$ cat src/rtl/sha1_msg_loader_pkg.sv
// Shared types and helpers for the SHA-1 message loader and its byte packer.
// The byte swap matches the lane order the hasher reads through port A.
package sha1_msg_loader_pkg;

  typedef enum logic [2:0] {
    ST_IDLE,
    ST_LOAD,
    ST_FLUSH,
    ST_KICK,
    ST_WAIT,
    ST_DIGEST
  } state_t;

  localparam int unsigned SHA1_WORDS = 5;

  function automatic logic [31:0] bswap32(input logic [31:0] w);
    return {w[7:0], w[15:8], w[23:16], w[31:24]};
  endfunction

endpackage

$ cat src/rtl/sha1_msg_loader_byte_packer.sv
// Packs a byte stream little-endian into 32-bit words, or passes whole words
// straight through; the output word is registered and valid for one cycle.
module sha1_byte_packer (
  input  logic        clk,
  input  logic        nreset,
  input  logic        clear,
  input  logic        byte_valid,
  input  logic [7:0]  byte_data,
  input  logic        byte_last,
  input  logic        word_in_valid,
  input  logic [31:0] word_in,
  output logic        word_valid,
  output logic [31:0] word,
  output logic        word_last
);

  logic [1:0]  lane;
  logic [31:0] acc;
  logic [31:0] merged;

  always_comb begin
    merged = acc | ({24'b0, byte_data} << {lane, 3'b000});
  end

  always_ff @(posedge clk or negedge nreset) begin
    if (!nreset) begin
      lane       <= '0;
      acc        <= '0;
      word_valid <= 1'b0;
      word       <= '0;
      word_last  <= 1'b0;
    end else begin
      word_valid <= 1'b0;
      word_last  <= 1'b0;
      if (clear) begin
        lane <= '0;
        acc  <= '0;
      end else if (word_in_valid) begin
        word       <= word_in;
        word_valid <= 1'b1;
      end else if (byte_valid) begin
        // Accumulator restarts at zero so a short final word has zero upper lanes.
        if (lane == 2'd3 || byte_last) begin
          word       <= merged;
          word_valid <= 1'b1;
          word_last  <= byte_last;
          acc        <= '0;
          lane       <= '0;
        end else begin
          acc  <= merged;
          lane <= lane + 2'd1;
        end
      end
    end
  end

endmodule

$ cat src/rtl/sha1_msg_loader.sv
// Loads a byte stream into the shared SRAM via port B, kicks the SHA-1 hasher,
// then writes the returned digest back through the same packer.
module sha1_msg_loader
  import sha1_msg_loader_pkg::*;
#(
  parameter int unsigned MAX_BYTES = 16384,
  parameter int unsigned ADDR_W    = 16
) (
  input  logic              clk,
  input  logic              nreset,
  input  logic              start,
  input  logic              empty_msg,
  input  logic [ADDR_W-1:0] base_addr,
  input  logic [ADDR_W-1:0] digest_addr,
  input  logic              in_valid,
  input  logic [7:0]        in_data,
  input  logic              in_last,
  output logic              in_ready,
  output logic              port_B_clk,
  output logic [ADDR_W-1:0] port_B_addr,
  output logic [31:0]       port_B_data_in,
  output logic              port_B_we,
  output logic              start_hash,
  output logic [31:0]       message_addr,
  output logic [31:0]       message_size,
  input  logic [159:0]      hash,
  input  logic              hash_done,
  output logic              busy,
  output logic              done,
  output logic              error
);

  state_t state, state_nx;

  logic [ADDR_W-1:0] base_q;
  logic [ADDR_W-1:0] dig_q;
  logic [31:0]       count;
  logic [2:0]        dig_idx;
  logic [159:0]      hash_q;
  logic              wait_first;
  logic              start_acc;
  logic              byte_acc;
  logic              abort;
  logic              dig_wr;
  logic [31:0]       dig_word;
  logic              pk_valid;
  logic [31:0]       pk_word;
  logic              pk_last;

  assign port_B_clk     = clk;
  assign port_B_we      = pk_valid;
  assign port_B_data_in = pk_word;
  assign message_addr   = 32'(base_q);
  assign busy           = (state != ST_IDLE);
  assign dig_word       = bswap32(hash_q[159:128]);

  always_ff @(posedge clk or negedge nreset) begin
    if (!nreset) state <= ST_IDLE;
    else         state <= state_nx;
  end

  always_comb begin
    state_nx   = state;
    start_acc  = 1'b0;
    byte_acc   = 1'b0;
    abort      = 1'b0;
    dig_wr     = 1'b0;
    start_hash = 1'b0;
    in_ready   = 1'b0;
    case (state)
      ST_IDLE: begin
        if (start) begin
          start_acc = 1'b1;
          state_nx  = empty_msg ? ST_KICK : ST_LOAD;
        end
      end
      ST_LOAD: begin
        in_ready = 1'b1;
        if (in_valid) begin
          if (count == 32'(MAX_BYTES)) begin
            abort    = 1'b1;
            state_nx = ST_IDLE;
          end else begin
            byte_acc = 1'b1;
            if (in_last) state_nx = ST_FLUSH;
          end
        end
      end
      ST_FLUSH: state_nx = ST_KICK;
      ST_KICK: begin
        start_hash = 1'b1;
        state_nx   = ST_WAIT;
      end
      ST_WAIT: begin
        // A done level left over from the previous hash is not trusted.
        if (!wait_first && hash_done) state_nx = ST_DIGEST;
      end
      ST_DIGEST: begin
        dig_wr = 1'b1;
        if (dig_idx == 3'(SHA1_WORDS - 1)) state_nx = ST_IDLE;
      end
      default: state_nx = ST_IDLE;
    endcase
  end

  always_ff @(posedge clk or negedge nreset) begin
    if (!nreset) begin
      base_q       <= '0;
      dig_q        <= '0;
      count        <= '0;
      dig_idx      <= '0;
      hash_q       <= '0;
      wait_first   <= 1'b0;
      done         <= 1'b0;
      error        <= 1'b0;
      message_size <= '0;
      port_B_addr  <= '0;
    end else begin
      wait_first <= (state == ST_KICK);
      if (start_acc) begin
        base_q       <= base_addr;
        dig_q        <= digest_addr;
        count        <= '0;
        done         <= 1'b0;
        error        <= 1'b0;
        message_size <= '0;
        dig_idx      <= '0;
      end
      if (byte_acc) begin
        count <= count + 32'd1;
        if (in_last || count[1:0] == 2'd3)
          port_B_addr <= base_q + {count[ADDR_W-1:2], 2'b00};
      end
      if (abort) error <= 1'b1;
      // The final message word retires during FLUSH, when count is complete.
      if (pk_last) message_size <= count;
      if (state == ST_WAIT && state_nx == ST_DIGEST) begin
        hash_q  <= hash;
        dig_idx <= '0;
      end
      if (dig_wr) begin
        port_B_addr <= dig_q + ADDR_W'({dig_idx, 2'b00});
        hash_q      <= hash_q << 32;
        dig_idx     <= dig_idx + 3'd1;
        if (state_nx == ST_IDLE) done <= 1'b1;
      end
    end
  end

  sha1_byte_packer u_packer (
    .clk          (clk),
    .nreset       (nreset),
    .clear        (start_acc),
    .byte_valid   (byte_acc),
    .byte_data    (in_data),
    .byte_last    (in_last),
    .word_in_valid(dig_wr),
    .word_in      (dig_word),
    .word_valid   (pk_valid),
    .word         (pk_word),
    .word_last    (pk_last)
  );

endmodule
$ cat config.mk
export PLATFORM = sky130hd
export DESIGN_NAME = sha1_msg_loader
export DESIGN_NICKNAME = d
export VERILOG_FILES = /design/src/rtl/sha1_msg_loader_pkg.sv /design/src/rtl/sha1_msg_loader_byte_packer.sv /design/src/rtl/sha1_msg_loader.sv
export SDC_FILE = /design/constraint.sdc
export NUM_CORES = 1
export LEC_CHECK = 0
export BUFFER_PORTS_ARGS = -buffer_cell sky130_fd_sc_hd__buf_4
export CAP_MARGIN = 0
export CORE_MARGIN = 4
export CORE_UTILIZATION = 40
export CTS_CLUSTER_SIZE = 14
export DETAILED_ROUTE_END_ITERATION = 7
export PLACE_DENSITY_LB_ADDON = 0.08
export REMOVE_ABC_BUFFERS = 1
export SKIP_LAST_GASP = 1
export SLEW_MARGIN = 20
export SYNTH_ARGS = -nofsm -noshare
export SYNTH_HDL_FRONTEND = slang
export SYNTH_SLANG_ARGS = --single-unit
$ cat constraint.sdc
create_clock -name clk -period 3.1 [get_ports clk]
set_clock_uncertainty 0.05 [all_clocks]
set_input_delay 0.93 -clock clk [delete_from_list [all_inputs] [get_ports clk]]
set_output_delay 0.93 -clock clk [all_outputs]
set_load 0.02 [all_outputs]
Yosys cells after proc, flatten, opt, wreduce, memory -nomap -nowiden
Cells that the tools add are included.
Widths: inputs -> output; s select.
{ "word_totals": {"ff_bits": 349, "input_bits": 207, "out_inout_bits": 119, "word_cells": 108} }
{ "classes": {"n_addsub": 5, "eq_ne": 11, "n_shift": 1, "mux": 54, "bitwise": 2, "n_reduce_logical": 19} }
{ "ops": {"columns": ["cell", "count"], "rows": [
  ["$mux 160", 2],
  ["$mux 32", 10],
  ["$mux 16", 3],
  ["$add 32x1->32 const B", 1],
  ["$eq 32x15->1 const B", 1],
  ["$or 32x32->32", 1],
  ["$shl 8x5->32", 1],
  ["$mux 3", 9],
  ["$mux 1", 24],
  ["$pmux 3 s6", 1],
  ["$add 16x16->16", 1],
  ["$add 16x5->16", 1],
  ["$reduce_bool 2->1", 7],
  ["$eq 3x3->1 const B", 4],
  ["$mux 2", 5],
  ["$eq 3x2->1 const B", 2],
  ["$logic_not 3->1", 2],
  ["$reduce_bool 3->1", 2],
  ["$eq 2x2->1 const B", 2],
  ["$reduce_and 2->1", 2],
  ["$add 3x1->3 const B", 1],
  ["$eq 3x1->1 const B", 1],
  ["$reduce_and 3->1", 1],
  ["$add 2x1->2 const B", 1],
  ["5 further kinds", 7]
]} }

Logic depth before layout (Yosys ltp)
{ "logic_depth": {"word_depth": 8, "ltp_mapped": 12, "mapped_depth_nobuf": 10} }

By module
Synthesis repeated with hierarchy kept, for this count alone.
{ "unflattened": {"hier_cells": 1797, "hier_area_um2": 16588.4} }
{ "by_module_without_submodules": {"columns": ["module", "n_inst", "cells_per_inst", "area_each_um2", "seq_area_each_um2"], "rows": [
  ["sha1_msg_loader", 1, 1552, 13292.7, 7031.7],
  ["sha1_byte_packer", 1, 245, 3295.7, 1701.6]
]} }

==> impl_metrics.toml <==
[floorplan]
core_region_area_um2 = 39800
die_w_um = 209
std_cell_rows = 73
start_util_pct = 40.6
die_area_um2 = 43700
ios = 326
die_h_um = 209

[detailed_routing]
drt-total-wl_um = 45100
routedWlPerCell_um = 16.7
drt_iter0_drc = 744
drt.antenna.violating_nets = 0
routed-via-count = 13600
remaining_drc_errors = 0
drt_pre_antenna_iters = 5
post_drt_via_cell_ratio = 5.05

[finish]
final_nets = 2366
area.growth.synth_to_final_pct = 25.5
finalCoreUtilization_pct = 51.0
final-instance-count-excl-fill = 2696
drive_gt1_share_pct = 19.8

[timing]
tns_ns = 0
final_setup_viols = 0
rel_slew_slack_pct = 40.6
final-max-slew-violation-count = 0
timing_worst_slew_pin_value_ns = 0.890
unrepaired_setup_endpoints_after_global_routing = "false"
report.final.hold_viol_count = 0
hold_ws_ns = 0.0580

[place]
place.gp.congestion = 0.834
place_hpwl_um = 30700
numPortBuffers = 309
placedCellCount = 2616

[clocking]
postCtsSetupRepairBufs = 0
clk_pin_slew_worst_paths_ns = 0.05
worstSkewPairLatency_ns = 0.67
tritoncts = "done"
total_of_hold_buffers_inserted_after_clock_tree_synthesis = 0
cts_resized = 0

[global_routing]
grt_max_degree = 177
grt_pass1_vias = 13600
grt_first_pass_wirelength_um = 73400
grt_antenna_before_repair = 7
global_route.usage.total_pct = 20.5
grt-ovfl-total = 0

[power]
fin_total_pwr_mw = 18.3
max-vdd-ir-drop_uv = 532
power-per-cell-area_nw_per_um2 = 901
leakage_nw = 9.72

[logic_synthesis]
synth_async_sr_flop_share_pct = 100
gate_count_after_technology_mapping = 1887
synth.cells.most_frequent = "558 x sky130_fd_sc_hd__nand2_1, 349 x sky130_fd_sc_hd__dfrtp_1, 218 x sky130_fd_sc_hd__nor2_1"
synth_area_leaders = "sky130_fd_sc_hd__dfrtp_1 54%, sky130_fd_sc_hd__nand2_1 13%, sky130_fd_sc_hd__a31oi_1 5.1%"
synth_enable_flop_cells = 0
synth_xor_xnor_area_share_pct = 1.41
ys.flop_type = "sky130_fd_sc_hd__dfrtp_1"
ys_ff_latch = 349
synth_compound_gate_area_share_pct = 14.6
post_synth_fa_ha_maj_area_fraction_pct = 1.87
yosysSeqAreaShare_pct = 54.0
synth_largest_area_cell = "sky130_fd_sc_hd__dfrtp_1"
syn_avg_cell_area_um2 = 8.57
synth.lib_cells_used.distinct = 61
synth-warning-count = 0
synthSimpleGateAreaFrac_pct = 22.7
synthMuxAreaShare_pct = 0.433
netlist_area_um2 = 16200
synth_top_family_by_area = "simple AND/OR/NAND/NOR gates"
yosys.area.top_type_share_pct = 54.0
synth_most_common_cell = "sky130_fd_sc_hd__nand2_1"

[job]
max_cap_violations = 0

[setup_path]
timing.critical_path.arrival_ns = 1.95
worst_path_required_ns = 2.12
critPathKind = "clock port to output pin"
setup.worst_path.start_class = "clock port"
worst-path-max-fanout = 2
reg2reg_depth = 8
endpoint_kind = "output pin"

[run_status]
outcome = "finished, final reports clean"

[worst_hold_path]
min-delay-path-class = "primary input to async pin"
## cell type report
class                   count  area, um^2
diodes                      3        7.51
clock inverters             9        80.1
inverters                  15        56.3
fillers                  3918       19500
repair buffers            340        2710
flip-flops and latches    349        8730
clock buffers              69        1340
multi-input cells        1386        6720
well taps                 525         657
## worst max-delay path, stage by stage
cell and delay, ns:
sky130_fd_sc_hd__clkbuf_16 0.12, sky130_fd_sc_hd__clkbuf_16 0.13, sky130_fd_sc_hd__buf_4 0.15
## cell families (layout without fill, tap and decap cells)
kind of cell	count (synthesis)	count (layout)
simple gates	893	893
compound gates	421	421
flops	349	349
buf+inv	167	433
xor+xnor	26	26
fa+ha+maj	23	23
mux	7	7
other cells	1	19
## path summary, 6_finish.rpt
| check | to | from | slack, ns |
|---|---|---|---|
| min in group clk | base_q[2] | base_addr[2] | 0.41 |
| worst min-delay path | base_q[13] | nreset | 0.06 |
| worst max-delay path | port_B_clk | clk | 0.17 |
| worst min register to register | dig_q[0] | dig_q[0] | 0.43 |
| worst max register to register | u_packer.acc[20] | count[25] | 0.50 |
| max in group asynchronous | hash_q[21] | nreset | 2.08 |
## report_power, final
| part | leakage [nW] | internal [mW] | switching, mW | total, mW |
|---|---|---|---|---|
| registers | 4.40 | 6.20 | 1.08 | 7.28 |
| logic | 4.62 | 2.44 | 3.58 | 6.02 |
| clock network | 0.702 | 3.04 | 1.96 | 4.99 |
## layout by cell type (no fill, tap or decap), types with 4 or more instances in the layout
cell	netlist	final
sky130_fd_sc_hd__clkbuf_8	0	14
sky130_fd_sc_hd__nand3_1	41	41
sky130_fd_sc_hd__buf_4	22	328
sky130_fd_sc_hd__nand2_1	558	558
sky130_fd_sc_hd__conb_1	1	16
sky130_fd_sc_hd__clkbuf_16	0	44
sky130_fd_sc_hd__nor4_1	4	4
sky130_fd_sc_hd__mux2i_1	7	7
sky130_fd_sc_hd__nand4_1	10	10
sky130_fd_sc_hd__a22oi_1	5	5
sky130_fd_sc_hd__clkinv_2	0	5
sky130_fd_sc_hd__and3_1	8	8
sky130_fd_sc_hd__nor2b_1	14	14
sky130_fd_sc_hd__nor3_1	10	10
sky130_fd_sc_hd__xnor2_1	14	14
sky130_fd_sc_hd__nor2_2	6	6
sky130_fd_sc_hd__buf_12	0	12
sky130_fd_sc_hd__dfrtp_1	349	349
sky130_fd_sc_hd__a21o_1	5	5
sky130_fd_sc_hd__xor2_1	12	12
sky130_fd_sc_hd__inv_1	15	15
sky130_fd_sc_hd__ha_1	21	21
sky130_fd_sc_hd__o21ai_0	109	109
sky130_fd_sc_hd__o22ai_1	4	4
sky130_fd_sc_hd__clkbuf_1	77	10
sky130_fd_sc_hd__nor2_1	218	217
sky130_fd_sc_hd__a21oi_1	147	147
sky130_fd_sc_hd__a31oi_1	132	132
## metrics by stage
step / instance area (um^2) / worst slack, ns
floorplan: 15500 / -10.25
global placement: 18900 / 0.436
detailed placement: 18900 / 0.436
CTS: 20300 / 0.169
global route: 20300 / 0.168
finish: 20300 / 0.174
## routing by layer
| layer | share of wire (%) | GRT usage [%] |
|---|---|---|
| met1 | 44 | 27.2 |
| met3 | 6.5 | 5.69 |
| met5 | 0.10 | 0 |
| met4 | 2.6 | 6.77 |
| met2 | 47 | 32.6 |
## sequential cells by signal, summed over array words and instances, names as in the netlist
name and cells:
done 1, error 1, message_size 32, u_packer.word_last 1, hash_q 160, u_packer.word 32
u_packer.lane 2, u_packer.word_valid 1, state 3, wait_first 1, dig_q 16, dig_idx 3
port_B_addr 16, base_q 16, u_packer.acc 32, count 32
Note: power is estimated with default switching activity, not from simulation.
